==> config.mk <==
export PLATFORM = sky130hd
export DESIGN_NAME = alu_rr_sched
export DESIGN_NICKNAME = d
export VERILOG_FILES = /design/src/rtl/alu_pkg.sv /design/src/rtl/rr_arbiter.sv /design/src/rtl/alu_rr_sched.sv
export SDC_FILE = /design/constraint.sdc
export NUM_CORES = 1
export LEC_CHECK = 0
export BUFFER_PORTS_ARGS = -buffer_cell sky130_fd_sc_hd__buf_4
export CAP_MARGIN = 30
export CORE_MARGIN = 2
export CORE_UTILIZATION = 42
export DETAILED_ROUTE_END_ITERATION = 10
export PLACE_DENSITY = 0.82
export SYNTH_ARGS = -nofsm -noshare
export SYNTH_HDL_FRONTEND = slang
export SYNTH_SLANG_ARGS = --single-unit
==> constraint.sdc <==
create_clock -name clk_i -period 3.4 [get_ports clk_i]
set_input_delay 0.34 -clock clk_i [delete_from_list [all_inputs] [get_ports clk_i]]
set_output_delay 0.34 -clock clk_i [all_outputs]
set_load 0.01 [all_outputs]
==> src/rtl/alu_pkg.sv <==
// ---------------------------------------------------------------------------
// alu_pkg
// Shared definitions for the ALU round-robin scheduler slice:
//   - opcode encodings understood by the external Simple_ALU
//   - ALU datapath width
//   - scheduler FSM state type
// No ports (package).
// ---------------------------------------------------------------------------
package alu_pkg;

    localparam logic [2:0] ALU_ADD = 3'b000;
    localparam logic [2:0] ALU_SUB = 3'b001;
    localparam logic [2:0] ALU_SLL = 3'b010;
    localparam logic [2:0] ALU_LSR = 3'b011;
    localparam logic [2:0] ALU_AND = 3'b100;
    localparam logic [2:0] ALU_OR  = 3'b101;
    localparam logic [2:0] ALU_XOR = 3'b110;
    localparam logic [2:0] ALU_EQL = 3'b111;

    localparam int ALU_DATA_W = 8;

    typedef enum logic [1:0] {
        IDLE = 2'd0,
        EXEC = 2'd1,
        RESP = 2'd2
    } sched_state_e;

endpackage

==> src/rtl/rr_arbiter.sv <==
// ---------------------------------------------------------------------------
// rr_arbiter
// Purely combinational round-robin pick. The search starts one position
// after the previous winner and wraps, so the previous winner has the
// lowest priority.
// Ports:
//   req        in   N      request vector
//   last       in   IDX_W  index of the previous winner
//   grant      out  N      one-hot grant (all zero when no request)
//   grant_idx  out  IDX_W  index of the granted requester (0 when none)
// ---------------------------------------------------------------------------
module rr_arbiter #(
    parameter int N     = 4,
    parameter int IDX_W = (N > 1) ? $clog2(N) : 1
) (
    input  logic [N-1:0]     req,
    input  logic [IDX_W-1:0] last,
    output logic [N-1:0]     grant,
    output logic [IDX_W-1:0] grant_idx
);

    logic             found;
    int               cand;
    logic [IDX_W-1:0] idx;

    always_comb begin
        grant     = '0;
        grant_idx = '0;
        found     = 1'b0;
        cand      = 0;
        idx       = '0;
        // Offsets 1..N visit every requester once, ending on 'last' itself.
        for (int i = 1; i <= N; i++) begin
            cand = (int'(last) + i) % N;
            idx  = IDX_W'(cand);
            if (!found && req[idx]) begin
                found     = 1'b1;
                grant[idx] = 1'b1;
                grant_idx = idx;
            end
        end
    end

endmodule

==> src/rtl/alu_rr_sched.sv <==
// ---------------------------------------------------------------------------
// alu_rr_sched
// Shares one external combinational ALU between NUM_REQ requesters with a
// single outstanding transaction: IDLE (arbitrate/accept) -> EXEC (operands
// presented to the ALU for one cycle) -> RESP (result held until consumed).
//
// Handshake: a transfer happens on a rising edge where valid and ready are
// both high. Requesters hold valid and operands stable until accepted and may
// drop valid before that with no effect. The response is held stable while
// rsp_valid_o is high until rsp_ready_i is seen high at an edge.
//
// Optional build macro ALU_RR_SCHED_PERF_EN adds per-requester saturating
// 8-bit grant counters (grant_cnt_o) and their synchronous clear (clr_cnt_i).
//
// Ports:
//   clk_i, rst_ni            clock, async active-low reset
//   req_valid_i/req_ready_o  per-requester request handshake (ready one-hot)
//   req_a_i/req_b_i/req_op_i packed operands/opcode, requester k at slice k
//   alu_a_o/alu_b_o/alu_op_o operands to the ALU (registered)
//   alu_res_i                result from the ALU
//   rsp_valid_o/rsp_ready_i  response handshake
//   rsp_id_o/rsp_data_o      owner index and ALU result
//   clr_cnt_i/grant_cnt_o    (macro only) counter clear / packed counters
//   dbg_state_o              current FSM state for observation
// ---------------------------------------------------------------------------
module alu_rr_sched
    import alu_pkg::*;
#(
    parameter int NUM_REQ = 4,
    parameter int ID_W    = $clog2(NUM_REQ),
    parameter int DATA_W  = ALU_DATA_W
) (
    input  logic                      clk_i,
    input  logic                      rst_ni,
    input  logic [NUM_REQ-1:0]        req_valid_i,
    input  logic [NUM_REQ*DATA_W-1:0] req_a_i,
    input  logic [NUM_REQ*DATA_W-1:0] req_b_i,
    input  logic [NUM_REQ*3-1:0]      req_op_i,
    output logic [NUM_REQ-1:0]        req_ready_o,
    output logic [DATA_W-1:0]         alu_a_o,
    output logic [DATA_W-1:0]         alu_b_o,
    output logic [2:0]                alu_op_o,
    input  logic [DATA_W-1:0]         alu_res_i,
    output logic                      rsp_valid_o,
    output logic [ID_W-1:0]           rsp_id_o,
    output logic [DATA_W-1:0]         rsp_data_o,
    input  logic                      rsp_ready_i,
`ifdef ALU_RR_SCHED_PERF_EN
    input  logic                      clr_cnt_i,
    output logic [NUM_REQ*8-1:0]      grant_cnt_o,
`endif
    output sched_state_e              dbg_state_o
);

    sched_state_e        state_q, state_d;
    logic [ID_W-1:0]     last_q;
    logic [ID_W-1:0]     op_id_q;
    logic [DATA_W-1:0]   op_a_q, op_b_q;
    logic [2:0]          op_op_q;
    logic [ID_W-1:0]     rsp_id_q;
    logic [DATA_W-1:0]   rsp_data_q;
    logic [NUM_REQ-1:0]  grant;
    logic [ID_W-1:0]     grant_idx;
    logic                accept;

    rr_arbiter #(
        .N     (NUM_REQ),
        .IDX_W (ID_W)
    ) u_arb (
        .req       (req_valid_i),
        .last      (last_q),
        .grant     (grant),
        .grant_idx (grant_idx)
    );

    // State register
    always_ff @(posedge clk_i or negedge rst_ni) begin
        if (!rst_ni) begin
            state_q <= IDLE;
        end else begin
            state_q <= state_d;
        end
    end

    // Next-state logic
    always_comb begin
        state_d = state_q;
        case (state_q)
            IDLE:    if (accept)      state_d = EXEC;
            EXEC:                     state_d = RESP;
            RESP:    if (rsp_ready_i) state_d = IDLE;
            default:                  state_d = IDLE;
        endcase
    end

    // Output logic
    always_comb begin
        req_ready_o = (state_q == IDLE) ? grant : '0;
        rsp_valid_o = (state_q == RESP);
    end

    // The arbiter only grants a valid requester, so any ready bit means accept.
    assign accept = |(req_valid_i & req_ready_o);

    // Operand capture, pointer update and result sampling.
    always_ff @(posedge clk_i or negedge rst_ni) begin
        if (!rst_ni) begin
            op_a_q     <= '0;
            op_b_q     <= '0;
            op_op_q    <= '0;
            op_id_q    <= '0;
            last_q     <= ID_W'(NUM_REQ - 1);
            rsp_id_q   <= '0;
            rsp_data_q <= '0;
        end else begin
            if (accept) begin
                op_a_q  <= req_a_i[grant_idx*DATA_W +: DATA_W];
                op_b_q  <= req_b_i[grant_idx*DATA_W +: DATA_W];
                op_op_q <= req_op_i[grant_idx*3 +: 3];
                op_id_q <= grant_idx;
                last_q  <= grant_idx;
            end
            if (state_q == EXEC) begin
                rsp_data_q <= alu_res_i;
                rsp_id_q   <= op_id_q;
            end
        end
    end

    assign alu_a_o     = op_a_q;
    assign alu_b_o     = op_b_q;
    assign alu_op_o    = op_op_q;
    assign rsp_id_o    = rsp_id_q;
    assign rsp_data_o  = rsp_data_q;
    assign dbg_state_o = state_q;

`ifdef ALU_RR_SCHED_PERF_EN
    logic [7:0] cnt_q [NUM_REQ];

    for (genvar k = 0; k < NUM_REQ; k++) begin : g_cnt
        always_ff @(posedge clk_i or negedge rst_ni) begin
            if (!rst_ni) begin
                cnt_q[k] <= '0;
            end else if (clr_cnt_i) begin
                cnt_q[k] <= '0;
            end else if (accept && grant[k] && (cnt_q[k] != 8'hFF)) begin
                cnt_q[k] <= cnt_q[k] + 8'd1;
            end
        end
        assign grant_cnt_o[k*8 +: 8] = cnt_q[k];
    end
`endif

endmodule

==> Yosys cells after proc, flatten, opt, wreduce, memory -nomap -nowiden <==
Cells that the tools add are included.
{ "word_totals": {"ramBits": 0, "memories": 0, "latch_bits": 0, "in_bits": 91, "rom_bits": 0, "ff_bits": 35, "word_cells": 76} }
{ "op_classes": {"reduce_logical": 13, "n_shift": 3, "eq_ne": 4, "n_addsub": 4, "div_mod_pow": 0, "mux": 31, "magnitude_cmp": 8, "multipliers": 1, "n_bitwise": 4} }
{ "op_table": {"columns": ["cell", "n"], "rows": [
  ["32-bit by 6-bit variable part select with 8-bit output", 2],
  ["4-bit 2-to-1 mux", 5],
  ["2-bit by 3-bit < comparator with 1-bit output, second input constant", 4],
  ["2-bit 2-to-1 mux", 6],
  ["4-bit OR", 3],
  ["12-bit by 5-bit variable part select with 3-bit output", 1],
  ["1-bit 2-to-1 mux", 11],
  ["1-bit binary-select mux with 2-bit select", 4],
  ["1-bit demux with 2-bit select", 4],
  ["2-bit by 1-bit greater-or-equal comparator with 1-bit output, second input constant", 4],
  ["1-bit logical AND", 7],
  ["2-bit one-hot mux with 3 select lines", 1],
  ["2-bit by 1-bit adder with 2-bit output, second input constant", 2],
  ["2-bit adder, second input constant", 2],
  ["4-bit AND", 1],
  ["2-bit by 2-bit multiplier with 4-bit output, second input constant", 1],
  ["4-bit OR reduction", 1],
  ["1-bit logical NOT", 3],
  ["2-bit by 1-bit == test with 1-bit output, second input constant", 1],
  ["2-bit == test, second input constant", 1],
  ["2-bit logical NOT", 1],
  ["2-bit by 1-bit inequality test with 1-bit output, second input constant", 1],
  ["2-bit inequality test, second input constant", 1],
  ["2-bit AND reduction", 1]
]} }

==> Longest topological paths before layout <==
{ "depth": {"word_depth": 18, "mapped_depth": 14} }

==> Hierarchy <==
Synthesis repeated with hierarchy kept, for this count alone.
{ "unflattened": {"cells_unflattened": 165, "area_unflattened_um2": 2317.2} }
{ "by_module_without_submodules": {"columns": ["mod", "cells_per_inst", "n_inst", "area_per_inst_um2"], "rows": [
  ["alu_rr_sched", 106, 1, 1826.8],
  ["rr_arbiter", 59, 1, 490.5]
]} }

==> Least setup slack after synthesis <==
No wires, ideal clock.
{ "synth_path": {"path_kind": "register -> register", "start": "reg last_q[0]", "end": "reg op_b_q[1], in the netlist alu_b_o[1]", "synth_period_minus_slack_ps": 3413, "arrival_time_ps": 3288, "setup_ps": 125, "setup_slack_ps": -13, "stages_incl_launch_ff": 15, "n_path_buf": 5, "cell_sequence": "dfstp_2 buf_2 inv_1 ha_1 buf_6 mux4_2 nor2b_4 or3b_1 o31a_1 clkbuf_2 buf_6 buf_6 mux2i_1 mux2i_1 mux2_4"} }
{ "synth_between": {"elab_chain_cells": 16, "word_cells_on_any_way": 56, "cone_classes": "4 x add/sub; 8 x order compare; 1 x shift; 28 x mux; 4 x bitwise; 11 x reduce/logical"} }
{ "synth_rtl": {"columns": ["item", "line_no", "text"], "rows": [
  ["start, declared", "alu_rr_sched.sv:56", "logic [ID_W-1:0] last_q;"],
  ["start signal, assigned", "alu_rr_sched.sv:112", "last_q <= ID_W'(NUM_REQ - 1);"],
  ["start signal, assigned", "alu_rr_sched.sv:121", "last_q <= grant_idx;"],
  ["branches (longest 16 deep; another with 2-bit by 3-bit < comparator with 1-bit output)", null, null],
  ["end signal, assigned", "alu_rr_sched.sv:118", "op_b_q <= req_b_i[grant_idx*DATA_W +: DATA_W];"],
  ["end, declared", "alu_rr_sched.sv:58", "logic [DATA_W-1:0] op_a_q, op_b_q;"]
]} }
Several ways; the timed one is not identified. The select of a mux whose other input is x is not followed.
A chain may end at the register's enable or synchronous reset.

==> Final worst setup path <==
{ "layout_path": {"start": "reg last_q[0]", "end": "reg op_b_q[7], in the netlist alu_b_o[7]"} }
Same word-level chain as after synthesis.

==> summary.md <==
Worst-case register-to-register setup slack: 0.22 ns. Utilization of the core after routing: 0.632. The most used flip-flop cell after synthesis is dfrtp_1. The number of filler instances in the final layout came out at 475. The cell family contributing the most delay on the critical path is multiplexers. Buffers placed on the I/O ports in this run total 126. The logs give 0.189 for the total global-route track usage and 694 uV for the worst ir drop on vdd.

Routability-driven placement finished with a final weighted congestion of 0.945. The fraction of final layout cells sized beyond drive strength 1 came out at 0.516. The average instance in the mapped netlist occupies 11.5 um2. The most common cell after layout, fill and taps aside is buf_4. The worst hold slack after final layout is -0.00935 ns, and the total die area is 6700 um2. The largest clock skew in the final design was 0.00477 ns. At the worst endpoint, the required time is 3.57 ns. For this block, the initial DRC count from the detailed router was 117. The run gives 28 as the floorplan row count.

For this run, the top clock speed supported by timing is 314 MHz. The count of final hold-check violations was 6. The total leakage power was 1.91 nW. The fraction of registers with async set/reset works out to 1.00. Start of the worst register-to-register path: last_q[0]. After synthesis the netlist holds a flip-flop and latch count of 35. The slowest stage of the critical path belongs to the cell mux4_2. Worst setup path category: register to register. The signal arrival time at the worst endpoint was 3.35 ns. The tools report the endpoint class of the critical path as a register. The final clock period utilization by the worst path was 0.937; the number of cells on the worst reg-to-reg path was 10.

0 antenna diodes ended up in the layout. The root cell of the clock tree was clkbuf_8. Summed over all nets, the half-perimeter wirelength after detailed placement is 4890 um.

The routed via count is 2,159. After layout, the worst setup slack is 0.215 ns. Registers take 878 um2. The placed instance area is 3590 um2, and the number of buffers between clock root and the deepest sink is 2. The highest fanout seen on the critical path was 12.

Buffers inserted during clock tree synthesis total 5. The synthesized area is 2550 um2. Measured along the y axis, the die boundary spans 81.9 um. The checks that failed: hold timing. The run gives 0 as the count of final max-slew check failures. The number of post-CTS setup repair buffers is 0.

The number of hold buffers added after CTS was 0. Global routing finished with a remaining overflow of 0. Leaving out fill and tap cells, the most frequent cells in the layout are 129 x buf_4, 62 x mux2i_1, 33 x dfrtp_1. The logs give 0 for the post-cts repair resize count and 222 for the cell count after synthesis. The H-tree generated during clock tree synthesis spans 2 levels. The clock net in this run drives a total of 35 sinks. The logs give 9760 um for the global-route wire length before repair and 1550 um2 for the combined area of the multi-input logic cells.

The transition time at the pin with the least slew margin was 0.691 ns. In this run the critical register-to-register path is captured at alu_b_o[7]. Largest net degree at the start of global routing: 36. The run gives 0 ns as the sum of negative setup slack. Once detail routing completed, the nets flagged for antenna violations numbered 0. The run gives 420 as the count of non-filler cells in the finished layout. The number of distinct library cell variants in the gate-level netlist after synthesis was 46. The signed area change from the synthesized netlist to the final layout works out to 46.0%. Counting I/O delays and the setup requirement, the final critical path takes 3.18 ns.

The x dimension of the die is 81.9 um. The core region is 5890 um2. The min-delay analysis places its worst path in the category input pin to asynchronous set/reset pin. The Yosys warning count came out at 0. Final design instance area without fill: 3720 um2. Setup repair after global routing left no endpoint under its margin. The number of nets in the synthesized netlist is 321. 127 I/O pins were placed.

The number of flops mapped to enable cells by yosys came out at 0. The run finished, with violations left. In this design, the stage delay of the slowest critical-path cell is 0.54 ns. Launching instance or port of the critical path: last_q[0]. The run gives 4 as the number of search-and-repair iterations in the first detailed-routing pass.

The tools report the clock insertion delay at the later pin of the skew report as 0.28 ns. The logs give 443 for the final layout net count and 2,144 for the number of global-route vias before repair. The critical path goes through inv_1 -> ha_1 -> mux4_2 -> nor2b_4 -> a221o_1 -> a32oi_1 -> o211a_1 -> a21oi_4 -> buf_12 -> mux2_1. The detailed-route wire length per cell is 14.8 um. The buffer and inverter count on the worst path works out to 2. Across the run, the number of max-cap violations was 0. In the routed design, unresolved DRC markers number 0. TritonCTS built the clock tree. The tools report the total setup violations reported at the end of the flow as 0. STA classifies the critical path startpoint as a register.

At the placement stage, the worst setup path has a slack of 0.232 ns. The relative max-transition margin was 0.539; the sequential share of the synthesized area was 0.345. The clock input transition at the sequential cells of the worst setup and hold paths came out at 0.07 ns.

The run gives 6230 um as the final wirelength. After detailed routing, the number of vias per cell comes to 5.14. Counting tap cells, the placed design contains a total of 412 instances. The number of antenna violations at the first check in global routing was 0; the power density normalized to cell area was 1140 nW/um2. The run gives 0.433 as the initial cell density of the core.
-- synth_stat cells (3+ instances only) --
library cell / n / area share
clkbuf_1: 3 / 0.0044
nand2b_1: 3 / 0.0074
a21oi_1: 6 / 0.012
nand2_1: 10 / 0.015
dfrtp_1: 33 / 0.32
buf_2: 8 / 0.016
mux2i_1: 62 / 0.24
mux2_4: 7 / 0.041
buf_4: 3 / 0.0088
mux2_2: 21 / 0.093
a221o_1: 4 / 0.016
ha_1: 8 / 0.039
o21ai_0: 6 / 0.012
inv_1: 5 / 0.0074
buf_6: 3 / 0.013
a22oi_1: 3 / 0.0088
mux2_1: 3 / 0.013
-- power by group --
group	switching (mW)	internal, mW
combinational	1.37	1.66
sequential	0.114	0.659
clock	0.148	0.293
total	1.63	2.61
-- cells by family after synthesis --
family / share of synthesized area
muxes: 0.409
DFF: 0.345
AOI/OAI and AO/OA: 0.0889
and+or+nand+nor: 0.0668
buffers and inverters: 0.0516
adders and majority gates: 0.0393
-- layout make-up --
cell class,count,share of cell area
multi-input combinational,164,0.416
timing repair buffer,133,0.282
sequential,35,0.236
tap,75,0.0252
clock buffer,6,0.0195
clock inverter,2,0.0162
inverter,5,0.00505
-- worst reg2reg max path, cell delays in order, from the launching register on --
cell	delay, ns
dfstp_2	0.53
inv_1	0.10
ha_1	0.42
mux4_2	0.54
nor2b_4	0.17
a221o_1	0.32
a32oi_1	0.20
o211a_1	0.23
a21oi_4	0.09
buf_12	0.16
mux2_1	0.31
-- worst max-delay path by stage --
stage	slack [ns]	cells past startpoint	endpoint
6_report	0.22	10	alu_b_o[7]
5_1_grt	0.09	10	alu_b_o[7]
4_1_cts	0.22	10	alu_b_o[7]
3_5_place_dp	0.23	10	alu_b_o[7]
3_3_place_gp	0.28	10	alu_op_o[0]
2_1_floorplan	0.02	14	alu_b_o[1]
-- metal layers --
layer  GRT usage  share of wire  vias to the layer above  routed length (um)
met5           0              0                        -                   0
met4      0.0733          0.022                        0                 135
met3      0.0440          0.067                       13                 415
met2       0.336           0.52                       79                3260
met1       0.219           0.39                     1006                2420
li1            -              -                     1061                   -
-- metrics by stage --
| step | power, mW | hold slack, ns |
|---|---|---|
| 2_1_floorplan | 2.92 | 0.0444 |
| 3_3_place_gp | 3.80 | 0.312 |
| 3_5_place_dp | 3.83 | 0.317 |
| 4_1_cts | 4.29 | 0.00174 |
| 5_1_grt | 4.54 | 0.0190 |
| 6_report | 4.24 | -0.00935 |
-- sequential cells by signal (all words and copies together), names as in the netlist --
signal and count:
alu_op_o 3, op_id_q 2, alu_b_o 8, dbg_state_o 2, alu_a_o 8, rsp_id_o 2, rsp_data_o 8, last_q 2
No activity file was read; power rests on OpenSTA's default activity.
